`src/rtl/ctrl_pipe_pkg.sv`:
```
// rtl/ctrl_pipe_pkg.sv - shared types, constants and forward encoder for ctrl_pipe
//
// Purpose: declares the default field widths, the stage record layout, the
// bubble constant and the youngest-match priority encoder used by both
// forwarding paths of ctrl_pipe.
// Ports: none (package).

package ctrl_pipe_pkg;

  // Defaults of the ctrl_pipe parameters.
  localparam int DEF_WIDTH = 16;
  localparam int DEF_REGW  = 5;
  localparam int DEF_DEPTH = 3;

  // Largest supported depth. The encoder is sized for it, and callers pad
  // their match vectors up to this width.
  localparam int MAX_DEPTH = 8;
  localparam int FWD_W     = $clog2(MAX_DEPTH + 1);

  // One pipeline stage at the default widths. ctrl_pipe keeps each stage as
  // a flat vector with this same field order, {valid, wr, rd, ctrl}, so that
  // other WIDTH and REGW values also work.
  typedef struct packed {
    logic                 valid;
    logic                 wr;
    logic [DEF_REGW-1:0]  rd;
    logic [DEF_WIDTH-1:0] ctrl;
  } stage_t;

  // A bubble is all zero. Its wr is 0, so it can never take part in a
  // forward match or a load-use hazard.
  localparam stage_t BUBBLE = '0;

  localparam logic [FWD_W-1:0] FWD_NONE = '0;

  // Returns k+1 for the lowest set bit k of match, or FWD_NONE if no bit is
  // set. Stage 0 is the youngest stage, so the lowest index must win.
  function automatic logic [FWD_W-1:0] fwd_encode(input logic [MAX_DEPTH-1:0] match);
    logic [FWD_W-1:0] enc;
    enc = FWD_NONE;
    for (int k = MAX_DEPTH - 1; k >= 0; k--) begin
      if (match[k]) begin
        enc = FWD_W'(k + 1);
      end
    end
    return enc;
  endfunction

endpackage

```
`src/rtl/ctrl_pipe_stage.sv`:
```
// rtl/ctrl_pipe_stage.sv - one stage register of the control-word pipeline
//
// Purpose: holds one {valid, wr, rd, ctrl} record. clear has priority over
// load and writes a bubble (all zero). When neither clear nor load is set,
// the register holds its value.
// Ports:
//   clk    in   rising-edge clock
//   reset  in   asynchronous active-low reset; forces q to zero
//   load   in   capture d on this edge
//   clear  in   capture a bubble on this edge (overrides load)
//   d      in   SW-bit next stage record
//   q      out  SW-bit current stage record

module ctrl_pipe_stage
  import ctrl_pipe_pkg::*;
#(
  parameter int SW = 2 + DEF_REGW + DEF_WIDTH
) (
  input  logic          clk,
  input  logic          reset,
  input  logic          load,
  input  logic          clear,
  input  logic [SW-1:0] d,
  output logic [SW-1:0] q
);

  always_ff @(posedge clk or negedge reset) begin
    if (!reset) begin
      q <= '0;
    end else if (clear) begin
      q <= '0;
    end else if (load) begin
      q <= d;
    end
  end

endmodule

```
`src/rtl/ctrl_pipe.sv`:
```
// rtl/ctrl_pipe.sv - control-word pipeline with stall/flush, taps, forwarding and load-use hazard
//
// Purpose: carries one decoded control word and its destination register
// through DEPTH stages, with a valid bit in every stage. It also produces
// combinational forward selects and a load-use stall request for the
// instruction in decode.
// Ports:
//   clk          in   rising-edge clock
//   reset        in   asynchronous active-low reset
//   in_valid     in   decoded instruction present
//   in_ctrl      in   WIDTH-bit decoded control word
//   in_rd        in   REGW-bit destination register
//   in_wr        in   instruction writes in_rd
//   stall        in   hold stage 0, insert a bubble into stage 1
//   flush        in   bubble stage 0 and stage 1, drop the incoming instruction
//   src_a/src_b  in   REGW-bit source registers of the instruction in decode
//   chk_en       in   enable forward and hazard comparison
//   stage_valid  out  DEPTH valid bits, bit 0 is the youngest stage
//   stage_ctrl   out  DEPTH x WIDTH control words, stage k at [k*WIDTH +: WIDTH]
//   stage_rd     out  DEPTH x REGW destinations, stage k at [k*REGW +: REGW]
//   fwd_a/fwd_b  out  0 = no forward, k = forward from stage k-1
//   hazard       out  load-use stall request (the integrator drives stall from it)

module ctrl_pipe
  import ctrl_pipe_pkg::*;
#(
  parameter int WIDTH    = DEF_WIDTH,
  parameter int DEPTH    = DEF_DEPTH,
  parameter int REGW     = DEF_REGW,
  parameter int ZERO_REG = 31,
  parameter int LOAD_BIT = 0
) (
  input  logic                       clk,
  input  logic                       reset,
  input  logic                       in_valid,
  input  logic [WIDTH-1:0]           in_ctrl,
  input  logic [REGW-1:0]            in_rd,
  input  logic                       in_wr,
  input  logic                       stall,
  input  logic                       flush,
  input  logic [REGW-1:0]            src_a,
  input  logic [REGW-1:0]            src_b,
  input  logic                       chk_en,
  output logic [DEPTH-1:0]           stage_valid,
  output logic [DEPTH*WIDTH-1:0]     stage_ctrl,
  output logic [DEPTH*REGW-1:0]      stage_rd,
  output logic [$clog2(DEPTH+1)-1:0] fwd_a,
  output logic [$clog2(DEPTH+1)-1:0] fwd_b,
  output logic                       hazard
);

  localparam int SW = 2 + REGW + WIDTH;
  localparam int FW = $clog2(DEPTH + 1);
  localparam logic [REGW-1:0] ZR = REGW'(ZERO_REG);

  // Bit positions inside a flat stage record {valid, wr, rd, ctrl}.
  localparam int V_BIT  = SW - 1;
  localparam int WR_BIT = SW - 2;
  localparam int RD_LSB = WIDTH;

  logic [SW-1:0]    st_d [DEPTH];
  logic [SW-1:0]    st_q [DEPTH];
  logic [DEPTH-1:0] st_load;
  logic [DEPTH-1:0] st_clear;
  logic [DEPTH-1:0] stage_wr;

  // Stages 2 and above always advance. Only the two youngest stages react
  // to stall and flush. flush overrides stall, which means a stall+flush
  // cycle behaves exactly like a plain flush.
  always_comb begin
    st_load     = '1;
    st_clear    = '0;
    st_load[0]  = ~stall | flush;
    st_clear[0] = flush;
    st_clear[1] = stall | flush;
  end

  genvar k;
  generate
    for (k = 0; k < DEPTH; k++) begin : g_stage
      if (k == 0) begin : g_head
        assign st_d[k] = {in_valid, in_wr, in_rd, in_ctrl};
      end else begin : g_body
        assign st_d[k] = st_q[k-1];
      end

      ctrl_pipe_stage #(
        .SW (SW)
      ) u_stage (
        .clk   (clk),
        .reset (reset),
        .load  (st_load[k]),
        .clear (st_clear[k]),
        .d     (st_d[k]),
        .q     (st_q[k])
      );

      assign stage_valid[k]                 = st_q[k][V_BIT];
      assign stage_wr[k]                    = st_q[k][WR_BIT];
      assign stage_rd[k*REGW +: REGW]       = st_q[k][RD_LSB +: REGW];
      assign stage_ctrl[k*WIDTH +: WIDTH]   = st_q[k][WIDTH-1:0];
    end
  endgenerate

  // Per-stage match vectors for both source operands. They are padded to
  // MAX_DEPTH so that both paths share one package encoder. Writes to the
  // zero register never forward.
  logic [MAX_DEPTH-1:0] match_a;
  logic [MAX_DEPTH-1:0] match_b;

  always_comb begin
    match_a = '0;
    match_b = '0;
    for (int s = 0; s < DEPTH; s++) begin
      match_a[s] = chk_en & stage_valid[s] & stage_wr[s]
                   & (stage_rd[s*REGW +: REGW] == src_a) & (src_a != ZR);
      match_b[s] = chk_en & stage_valid[s] & stage_wr[s]
                   & (stage_rd[s*REGW +: REGW] == src_b) & (src_b != ZR);
    end
  end

  assign fwd_a = FW'(fwd_encode(match_a));
  assign fwd_b = FW'(fwd_encode(match_b));

  // Load-use hazard: a load that writes a real register sits in the
  // youngest stage, and the instruction in decode reads that register.
  // The load result is not available to forward yet.
  logic [REGW-1:0] rd0;
  assign rd0 = stage_rd[REGW-1:0];

  assign hazard = chk_en & stage_valid[0] & stage_wr[0] & stage_ctrl[LOAD_BIT]
                  & (rd0 != ZR) & ((rd0 == src_a) | (rd0 == src_b));

endmodule

```
`config.mk`:
```
export PLATFORM = sky130hd
export DESIGN_NAME = ctrl_pipe
export DESIGN_NICKNAME = d
export VERILOG_FILES = /design/src/rtl/ctrl_pipe_pkg.sv /design/src/rtl/ctrl_pipe_stage.sv /design/src/rtl/ctrl_pipe.sv
export SDC_FILE = /design/constraint.sdc
export NUM_CORES = 1
export LEC_CHECK = 0
export BUFFER_PORTS_ARGS = -buffer_cell sky130_fd_sc_hd__buf_4
export CAP_MARGIN = 10
export CORE_MARGIN = 3
export CORE_UTILIZATION = 25
export DETAILED_ROUTE_END_ITERATION = 7
export PLACE_DENSITY = 0.48
export SYNTH_ARGS = -nofsm -noshare
export SYNTH_HDL_FRONTEND = slang
export SYNTH_SLANG_ARGS = --single-unit
```
`constraint.sdc`:
```
create_clock -name clk -period 1.8 [get_ports clk]
set_clock_uncertainty 0.2 [all_clocks]
set_input_delay 0.18 -clock clk [delete_from_list [all_inputs] [get_ports clk]]
set_output_delay 0.18 -clock clk [all_outputs]
set_load 0.02 [all_outputs]
```
==> Word level (Yosys, flattened, before mapping) <==
Cells that the tools add are included.
Widths: inputs -> output; s select.
{ "word_totals": {"regBits": 69, "inputBits": 38, "out_inout_bits": 71, "elab_cells": 47} }
{ "op_classes": {"n_eq_ne": 9, "mux": 9, "n_bitwise": 25, "n_reduce_logical": 1} }
{ "op_table": {"columns": ["op", "n"], "rows": [
  ["$mux 23", 3],
  ["$eq 5x5->1", 6],
  ["$and 1x1->1", 21],
  ["$ne 5x5->1 const B", 3],
  ["$mux 2", 6],
  ["$or 1x1->1", 3],
  ["$reduce_bool 2->1", 1],
  ["$not 1->1", 1]
]} }

==> Logic depth before layout (Yosys ltp) <==
Gate-level depths: netlist of the first run.
{ "logic_depth": {"ltp_word": 7, "ltp_mapped": 4, "mapped_depth_nobuf": 4} }

==> Cells and area by module <==
A second synthesis of the first run with hierarchy kept.
{ "hier_totals": {"cells_unflattened": 290, "area_unflattened_um2": 3333.2} }
{ "by_module_without_submodules": {"columns": ["module", "instances", "cells_per_inst", "area_each_um2", "seq_area_each_um2"], "rows": [
  ["ctrl_pipe_stage", 3, 74, 950.9, 575.6],
  ["ctrl_pipe", 1, 68, 480.5, 0.0]
]} }

==> Worst setup path after synthesis of the first run <==
No wires, ideal clock.
{ "synth_timing": {"kind": "reg-to-output", "startpoint": "register g_stage[1].u_stage.q[18]", "endpoint": "output fwd_a[1]", "t_arrival_ns": 1.326, "required_ns": 1.420, "path_slack_ns": 0.094, "stages_incl_launch_ff": 5, "path_buffers": 0, "path_cell_list": "dfrtp_1 > xor2_1 > nor4_2 > nand3_1 > a2bb2oi_1"} }
{ "synth_via": {"elab_chain_cells": 5} }
{ "synth_lines": {"columns": ["element", "line", "text"], "rows": [
  ["from (decl)", "ctrl_pipe_stage.sv:24", "output logic [SW-1:0] q"],
  ["from (signal assigned)", "ctrl_pipe_stage.sv:29", "q <= '0;"],
  ["from (signal assigned)", "ctrl_pipe_stage.sv:31", "q <= '0;"],
  ["from (signal assigned)", "ctrl_pipe_stage.sv:33", "q <= d;"],
  ["$eq 5x5->1", "ctrl_pipe.sv:116", "& (stage_rd[s*REGW +: REGW] == src_a) & (src_a != ZR);"],
  ["$and 1x1->1 (2 in series)", "ctrl_pipe.sv:116", null],
  ["$mux 2 (2 in series)", "ctrl_pipe_pkg.sv:42", "if (match[k]) begin"],
  ["to (decl)", "ctrl_pipe.sv:47", "output logic [$clog2(DEPTH+1)-1:0] fwd_a,"]
]} }
Every way passes these cells.

==> Final worst setup path of the first run <==
{ "layout_timing": {"startpoint": "register g_stage[2].u_stage.q[18]", "endpoint": "output fwd_a[1]"} }
{ "layout_via": {"elab_chain_cells": 6} }
{ "layout_lines": {"columns": ["element", "line"], "rows": [
  ["from (decl)", "ctrl_pipe_stage.sv:24"],
  ["from (signal assigned)", "ctrl_pipe_stage.sv:29"],
  ["from (signal assigned)", "ctrl_pipe_stage.sv:31"],
  ["from (signal assigned)", "ctrl_pipe_stage.sv:33"],
  ["$eq 5x5->1", "ctrl_pipe.sv:116"],
  ["$and 1x1->1 (2 in series)", "ctrl_pipe.sv:116"],
  ["$mux 2 (3 in series)", "ctrl_pipe_pkg.sv:42"]
]} }
Every way passes these cells.

==> results of run 1 <==
[per-layer routing]
metal | global-route usage (%) | up-vias | share of wire, %
li1 | - | 1009 | -
met1 | 14.4 | 1047 | 44
met4 | 3.69 | 0 | 1.1
met2 | 19.0 | 46 | 52
met3 | 2.33 | 6 | 3.1
met5 | 0 | - | 0
[cells in the mapped netlist (all sizes together)]
| cell type | n | area share (%) |
|---|---|---|
| a21oi | 1 | 0.16 |
| a2bb2oi | 1 | 0.28 |
| and2 | 23 | 4.5 |
| and3 | 4 | 0.79 |
| and4 | 2 | 0.55 |
| buf | 69 | 16 |
| clkbuf | 4 | 0.47 |
| dfrtp | 69 | 54 |
| mux2i | 23 | 7.2 |
| nand2 | 3 | 0.35 |
| nand3 | 8 | 1.3 |
| nand4 | 2 | 0.39 |
| nor2 | 25 | 2.9 |
| nor3 | 2 | 0.31 |
| nor4 | 4 | 1.2 |
| o211ai | 1 | 0.24 |
| o22a | 1 | 0.28 |
| o22ai | 2 | 0.39 |
| xnor2 | 10 | 2.8 |
| xor2 | 20 | 5.5 |
[final timing paths]
check	start	end	slack (ns)
max	g_stage[2].u_stage.q[18]	fwd_a[1]	-0.33
min	reset	g_stage[2].u_stage.q[11]	0.11
max reg2reg	g_stage[0].u_stage.q[16]	g_stage[0].u_stage.q[16]	0.70
min reg2reg	g_stage[1].u_stage.q[2]	g_stage[2].u_stage.q[2]	0.17
max in group asynchronous	reset	g_stage[0].u_stage.q[5]	0.71
min in group clk	flush	g_stage[0].u_stage.q[11]	0.14
[power breakdown]
part / switching (mW) / internal [mW] / leakage (nW) / total (mW)
combinational: 0.251 / 0.239 / 1.19 / 0.489
sequential: 0.0375 / 1.60 / 0.939 / 1.64
clock: 0.662 / 1.25 / 0.152 / 1.92
total: 0.951 / 3.10 / 2.28 / 4.05
[timing repair]
item / CTS / global route
resized for setup: 4 / 9
hold buffers: 24 / 0
endpoints found under the hold margin: 92 / 0
buffers inserted: 4 / 2
setup endpoints to repair: 5 / 5
pin swaps: 10 / 9
[layout make-up]
| type | count | share of cell area (%) |
|---|---|---|
| Sequential cell | 69 | 38.7 |
| Timing Repair Buffer | 151 | 27.2 |
| Tap cell | 168 | 4.70 |
| Clock inverter | 5 | 1.88 |
| Multi-Input combinational cell | 132 | 22.1 |
| Clock buffer | 11 | 5.43 |
[cell families after synthesis]
| group | Yosys count |
|---|---|
| AO/OA/AOI/OAI | 6 |
| XOR/XNOR | 30 |
| buffers and inverters | 73 |
| flip-flops | 69 |
| multiplexers | 23 |
| AND/OR/NAND/NOR | 73 |
[through the flow]
step                      hold WS (ns)  total power [mW]
after floorplan                 -0.316              1.93
after global placement         -0.0734              2.11
after detailed placement       -0.0650              2.11
after CTS                        0.119              4.12
after global routing             0.160              4.24
final                            0.112              4.05
[critical path, cell delays in order, from the launching register on]
cell and delay [ns]:
dfrtp_1 0.39, xor2_1 0.16, nor4_2 0.32, nand4_1 0.21, a2bb2oi_2 0.22, buf_6 0.14
==> flow_summary_export.csv, run 1 <==
group,metric,value,unit
power_and_ir_drop,powerDensity,906,nW/um2
setup_path,path_class,"register to output pin",
placed_design,place_ws,-0.00934,ns
cts,clk_latency,0.32,ns
grt,grt_pass1_vias,2137,
hold_path,worstHoldPathType,"input pin to async pin",
run_status,status,"complete, but fails checks",
detailed_routing,drcViolationCount,0,
cts,htreeDepth,3,
yosys,synth-simple-area-share,12.3,%
power_and_ir_drop,leakagePower,2.28,nW
finish,areaGrowthSynthToFinish,40.4,%
yosys,avgSynthCellArea,11.6,um2
placed_design,gp_routability_congestion,0.778,
finish,top_regs,"g_stage.u_stage.q (69)",
cts,cts_made_buffers,9,
sta,period_share,118,%
power_and_ir_drop,ir_drop,0.453,mV
yosys,ys_ff_latch,69,
yosys,synthesis.nets,312,
setup_path,cp_max_fo,2,
yosys,syn_area,3180,um2
setup_path,worst_setup_path_start_kind,"register",
floorplan,die_h,119,um
yosys,synth_adder_area_share,0,%
sta,fmax,471,MHz
yosys,synth_cell_types,22,
detailed_routing,dr.pass1.iters,4,
cts,clockBufferDepth,2,
finish,mostFrequentLayoutCells,"buf_4, dfrtp_1, nor2_1, dlygate4sd3_1",
finish,final_core_util,36.6,%
floorplan,row_count,40,
grt,grt-ovfl-total,0,
finish,fillers,1255,
sta,hold_viol,0,
detailed_routing,num_vias,2108,
finish,fin_nets,401,
run_status,violations,"setup timing",
finish,top_register,"g_stage.u_stage.q",
cts,cts_tree,"done",
sta,setup_ws,-0.325,ns
yosys,syn_inst,274,
setup_path,arrival,1.75,ns
cts,cts_num_sinks,69,
setup_path,endpoint_kind,"output pin",
sta,final-setup-viol-count,5,
grt,grt_max_degree,44,
job,max-cap-violations,0,
finish,n_antenna_cell,0,
yosys,synth-compound-area-share,1.34,%
finish,largest_reg_flops,69,
floorplan,fp.dieW,119,um
yosys,synth_top_family_by_area,"buffers and inverters",
cts,clock-root-buffer,"clkbuf_16",
placed_design,io_buffer_count,108,
placed_design,place_area,3790,um2
placed_design,hpwlAfterDp,5.44,mm
finish,final_area,4470,um2
detailed_routing,viasPerCell,3.93,
floorplan,core_area,12200,um2
detailed_routing,wl_per_cell,14.4,um
floorplan,io_pins,109,
finish,layout.cells.non_filler,536,
sta,tightest_slew,0.843,ns
grt,groute.usage.overall,11.2,%
setup_path,cp_data_required_time,1.42,ns
cts,path_clk_slew,0.06,ns
setup_path,worstRegToRegCells,3,
floorplan,die_area,14100,um2
grt,antenna_found_initial,0,
floorplan,start_util,26.1,%
sta,slew_viol_final,0,
detailed_routing,wl,7.72,mm
sta,fin_tns_setup,-1.45,ns
yosys,synth_warnings,0,
finish,seq_area,1730,um2
detailed_routing,drtIter0Drc,84,
finish,multiInputGateArea,987,um2
sta,slew_headroom,43.8,%
yosys,seq_area_frac_synth,54.2,%
placed_design,dp_cells,490,
yosys,synth_mux_area_share,7.23,%
sta,period_needed,2.13,ns
finish,final_common_cell,"buf_4",
finish,drive_gt1_share,41.6,%
grt,grt_pass1_wl,12.5,mm
yosys,synth_xor_xnor_area_share,8.25,%
sta,rsz0062_at_grt,"yes",
detailed_routing,ant_nets,0,
Note: power is estimated with default switching activity, not from simulation.
==> run 2, diff against run 1 <==
- CORE_UTILIZATION: 25 -> 39
- PLACE_DENSITY: 0.48 -> 0.67
- SKIP_CTS_REPAIR_TIMING: not set -> 1
- clock period: 1.8 -> 2.35 ns (I/O delays scaled with it)
==> flow_summary_export.csv, run 2 (same netlist as run 1, synthesis figures left out) <==
group,metric,value,unit
run_status,status,"complete, but fails checks",
run_status,violations,"hold timing",
cts,cts_made_buffers,9,
power_and_ir_drop,p_seq_share,52.1,%
setup_path,cp_max_fo,4,
sta,period_share,92.6,%
power_and_ir_drop,powerDensity,603,nW/um2
finish,fin_nets,383,
placed_design,gp_routability_congestion,0.879,
finish,largest_reg_flops,69,
detailed_routing,ant_nets,0,
grt,grt_pass1_wl,9.86,mm
sta,fin_tns_setup,0,ns
finish,top_register,"g_stage.u_stage.q",
setup_path,path_class,"register to output pin",
floorplan,core_area,7810,um2
detailed_routing,met2_wirelength,3.45,mm
floorplan,fp.dieW,96.4,um
floorplan,row_count,32,
finish,mostFrequentLayoutCells,"buf_4, dfrtp_1, nor2_1",
sta,slew_viol_final,0,
grt,grt-ovfl-total,0,
hold_path,worstHoldPathType,"input pin to register",
cts,cts_num_sinks,69,
setup_path,worst_path_largest_cell_delay,0.43,ns
cts,clk_latency,0.33,ns
placed_design,dp_cells,413,
power_and_ir_drop,comb_power_share,14.0,%
power_and_ir_drop,p_sw,0.605,mW
finish,n_antenna_cell,0,
setup_path,endpoint_kind,"output pin",
power_and_ir_drop,total_power,2.43,mW
detailed_routing,dr.pass1.iters,4,
power_and_ir_drop,power_frac_clock,33.9,%
grt,groute.usage.overall,14.4,%
cts,path_clk_slew,0.07,ns
detailed_routing,wl_per_cell,15.1,um
setup_path,worst_setup_path_start_kind,"register",
detailed_routing,drcViolationCount,0,
power_and_ir_drop,leakagePower,2.12,nW
placed_design,io_buffer_count,108,
detailed_routing,viasPerCell,4.44,
power_and_ir_drop,ir_drop,0.318,mV
detailed_routing,drt-met1-wl,2.93,mm
power_and_ir_drop,intPower,1.82,mW
sta,holdWs,-0.0410,ns
sta,hold_viol,1,
setup_path,arrival,1.74,ns
detailed_routing,num_vias,1996,
floorplan,die_h,96.4,um
finish,areaGrowthSynthToFinish,26.3,%
cts,cts_tree,"done",
sta,rsz0062_at_grt,"no",
setup_path,cp_data_required_time,1.91,ns
finish,top_regs,"g_stage.u_stage.q (69)",
finish,final_common_cell,"buf_4",
job,max-cap-violations,0,
placed_design,place_area,3620,um2
finish,final_area,4020,um2
grt,grt_pass1_vias,1889,
detailed_routing,highest-signal-layer,"met4",
sta,slew_headroom,69.2,%
grt,antenna_found_initial,0,
floorplan,start_util,40.8,%
setup_path,r2r_setup_slack,1.33,ns
finish,layout.cells.non_filler,450,
sta,final-setup-viol-count,0,
setup_path,crit_chain,"xor2_1, nor4_2, nand3_1, a2bb2oi_1, buf_4",
floorplan,io_pins,109,
grt,grt_max_degree,36,
cts,clockBufferDepth,2,
sta,fmax,460,MHz
finish,drive_gt1_share,36.2,%
detailed_routing,wl_met3,302,um
placed_design,hpwlAfterDp,4.77,mm
floorplan,die_area,9290,um2
finish,fillers,698,
power_and_ir_drop,sw_frac_of_total,24.9,%
sta,tightest_slew,0.463,ns
sta,period_needed,2.18,ns
cts,htreeDepth,3,
detailed_routing,wl,6.80,mm
cts,clock-root-buffer,"clkbuf_8",
setup_path,cpMaxStageDelayCell,"dfrtp_1",
detailed_routing,drtIter0Drc,43,
-- run 2: cell type report --
class / instances / area (um2) / share of cell area (%)
repair buffers: 133 / 1070 / 26.6
clock buffers: 12 / 155 / 3.86
multi-input cells: 132 / 933 / 23.2
well taps: 102 / 128 / 3.17
clock inverters: 2 / 10.0 / 0.249
flip-flops and latches: 69 / 1730 / 42.9
-- run 2: final timing paths --
| check | depth (start not counted) | endpoint | from |
|---|---|---|---|
| setup / recovery | 5 | fwd_a[1] | g_stage[1].u_stage.q[18] |
| hold / removal | 3 | g_stage[0].u_stage.q[21] | in_wr |
| setup reg to reg | 2 | g_stage[0].u_stage.q[16] | g_stage[0].u_stage.q[16] |
| hold reg to reg | 0 | g_stage[2].u_stage.q[21] | g_stage[1].u_stage.q[21] |
| max in group asynchronous | 3 | g_stage[2].u_stage.q[11] | reset |
| min in group asynchronous | 2 | g_stage[2].u_stage.q[17] | reset |
-- run 2: metal layers --
layer	GRT usage [%]	vias to the layer above
li1	-	974
met3	3.13	11
met2	22.8	57
met5	0	-
met1	18.7	954
met4	7.13	0
-- run 2: critical path, delay by kind of cell, from the launching register on --
family | cells | cell delay (ns)
AND/OR/NAND/NOR | 2 | 0.47
flip-flops | 1 | 0.43
AO/OA/AOI/OAI | 1 | 0.17
buffers and inverters | 1 | 0.16
XOR/XNOR | 1 | 0.18
-- run 2: power by group through the flow --
| stage | registers [mW] | logic [mW] | clock network (mW) |
|---|---|---|---|
| finish | 1.26 | 0.339 | 0.822 |
| floorplan | 1.27 | 0.202 | 0 |
| global route | 1.27 | 0.371 | 0.912 |
| global placement | 1.29 | 0.310 | 0 |
| detailed placement | 1.29 | 0.312 | 0 |
| CTS | 1.26 | 0.313 | 0.865 |
-- run 2: per-stage QoR --
| step | worst slack, ns | util, % |
|---|---|---|
| 4_1_cts | 0.145 | 48.5 |
| 3_3_place_gp | 0.537 | 46.4 |
| 5_1_grt | 0.103 | 51.5 |
| 3_5_place_dp | 0.517 | 46.4 |
| 6_report | 0.174 | 51.5 |
| 2_1_floorplan | 0.589 | - |
==> run 3, diff against run 2 <==
- PLACE_DENSITY: 0.67 -> 0.76
==> flow_summary_export.csv, run 3 (same netlist as run 1, synthesis figures left out) <==
group,metric,value,unit
run_status,status,"finished, final reports clean",
detailed_routing,wl_per_cell,15.5,um
power_and_ir_drop,p_seq_share,52.0,%
grt,grtUsageMet1,18.1,%
finish,final_common_cell,"buf_4",
grt,grt_pass1_wl,10.5,mm
hold_path,worstHoldEndpoint,"g_stage[0].u_stage.q[1]",
placed_design,place_area,3610,um2
cts,path_clk_slew,0.07,ns
finish,layout.cells.non_filler,451,
power_and_ir_drop,comb_power_share,13.9,%
power_and_ir_drop,total_power,2.43,mW
sta,final-setup-viol-count,0,
finish,final_area,4010,um2
sta,slew_headroom,42.0,%
setup_path,crit_chain,"xor2_1, nor4_1, and4_1, o22a_1, buf_4",
hold_path,hold_depth,2,
grt,groute.usage.overall,15.1,%
placed_design,io_buffer_count,108,
setup_path,arrival,1.74,ns
finish,areaGrowthSynthToFinish,26.0,%
finish,fin_nets,384,
setup_path,reg2reg_to,"g_stage[0].u_stage.q[20]",
cts,cts_tree,"done",
detailed_routing,drtIter0Drc,79,
setup_path,r2r_setup_slack,1.33,ns
hold_path,worstHoldPathType,"input pin to register",
grt,grt_max_degree,70,
finish,top_register,"g_stage.u_stage.q",
setup_path,crit_start,"g_stage[1].u_stage.q[19]",
grt,grt-busiest-layer,"met2",
finish,largest_reg_flops,69,
sta,holdWs,0.0749,ns
cts,cts_made_buffers,9,
sta,hold_viol,0,
setup_path,worst_path_largest_cell_delay,0.43,ns
placed_design,dp_cells,413,
floorplan,io_pins,109,
floorplan,die_area,9290,um2
sta,fin_tns_setup,0,ns
sta,setup_ws,0.175,ns
grt,grtUsageMet3,3.36,%
cts,clockBufferDepth,2,
detailed_routing,num_vias,2034,
setup_path,regToRegStartpoint,"g_stage[0].u_stage.q[20]",
detailed_routing,drcViolationCount,0,
finish,mostFrequentLayoutCells,"buf_4, dfrtp_1, nor2_1",
setup_path,cp_data_required_time,1.91,ns
detailed_routing,wl,6.99,mm
sta,period_needed,2.17,ns
placed_design,hpwlAfterDp,4.86,mm
power_and_ir_drop,powerDensity,606,nW/um2
setup_path,cp_max_fo,4,
grt,antenna_found_initial,0,
detailed_routing,dr.pass1.iters,4,
finish,top_regs,"g_stage.u_stage.q (69)",
power_and_ir_drop,ir_drop,0.361,mV
sta,slew_viol_final,0,
job,max-cap-violations,0,
floorplan,start_util,40.8,%
detailed_routing,ant_nets,0,
setup_path,endpoint_kind,"output pin",
sta,tightest_slew,0.870,ns
power_and_ir_drop,leakagePower,2.12,nW
finish,drive_gt1_share,35.8,%
power_and_ir_drop,power_frac_clock,34.1,%
power_and_ir_drop,sw_frac_of_total,25.1,%
sta,fmax,460,MHz
floorplan,fp.dieW,96.4,um
setup_path,path_class,"register to output pin",
hold_path,hp-start,"flush",
placed_design,gp_routability_congestion,0.886,
sta,period_share,92.5,%
setup_path,worstRegToRegCells,2,
detailed_routing,viasPerCell,4.51,
cts,clock-root-buffer,"clkbuf_8",
finish,n_antenna_cell,0,
sta,rsz0062_at_grt,"no",
floorplan,die_h,96.4,um
grt,grt_pass1_vias,2014,
setup_path,worst_setup_path_start_kind,"register",
setup_path,cpMaxStageDelayCell,"dfrtp_1",
power_and_ir_drop,p_sw,0.610,mW
finish,final_core_util,51.4,%
floorplan,core_area,7810,um2
finish,fillers,704,
grt,grt.met2_usage,25.8,%
cts,cts_num_sinks,69,
floorplan,row_count,32,
placed_design,place_ws,0.540,ns
cts,htreeDepth,3,
power_and_ir_drop,intPower,1.82,mW
grt,grt-ovfl-total,0,
cts,clk_latency,0.33,ns
[run 3: changes by cell type in the layout (fill, tap and decap cells not counted), sizes merged]
cell         delta
dlygate4sd3     +1
[run 3: worst max-delay path by stage]
stage / slack [ns] / end
finish: 0.18 / fwd_b[1]
global route: 0.08 / fwd_b[1]
CTS: 0.16 / fwd_b[1]
detailed placement: 0.54 / fwd_b[1]
global placement: 0.53 / fwd_b[1]
floorplan: 0.59 / fwd_a[1]
[run 3: final cells by class]
class                           instances  area (um2)  area share, %
Multi-Input combinational cell        132         927           23.1
Sequential cell                        69        1730           43.0
Timing Repair Buffer                  134        1070           26.6
Clock inverter                          2        10.0          0.249
Clock buffer                           12         155           3.87
Tap cell                              102         128           3.18
[run 3: power groups by stage]
stage,clock network [mW],logic [mW],registers (mW)
2_1_floorplan,0,0.202,1.27
4_1_cts,0.865,0.311,1.26
3_3_place_gp,0,0.307,1.28
6_report,0.828,0.338,1.26
5_1_grt,0.922,0.368,1.27
3_5_place_dp,0,0.310,1.29
[run 3: per-layer routing]
| layer | up-vias | wire, um |
|---|---|---|
| met4 | 0 | 134 |
| li1 | 967 | - |
| met2 | 51 | 3810 |
| met1 | 1004 | 2760 |
| met5 | - | 0 |
| met3 | 12 | 276 |
[run 3: worst max-delay path, delay by kind of cell (launching register included)]
| kind | cells | cell delay (ns) |
|---|---|---|
| flops | 1 | 0.43 |
| compound gates | 1 | 0.15 |
| simple gates | 2 | 0.52 |
| buf+inv | 1 | 0.13 |
| xor+xnor | 1 | 0.19 |
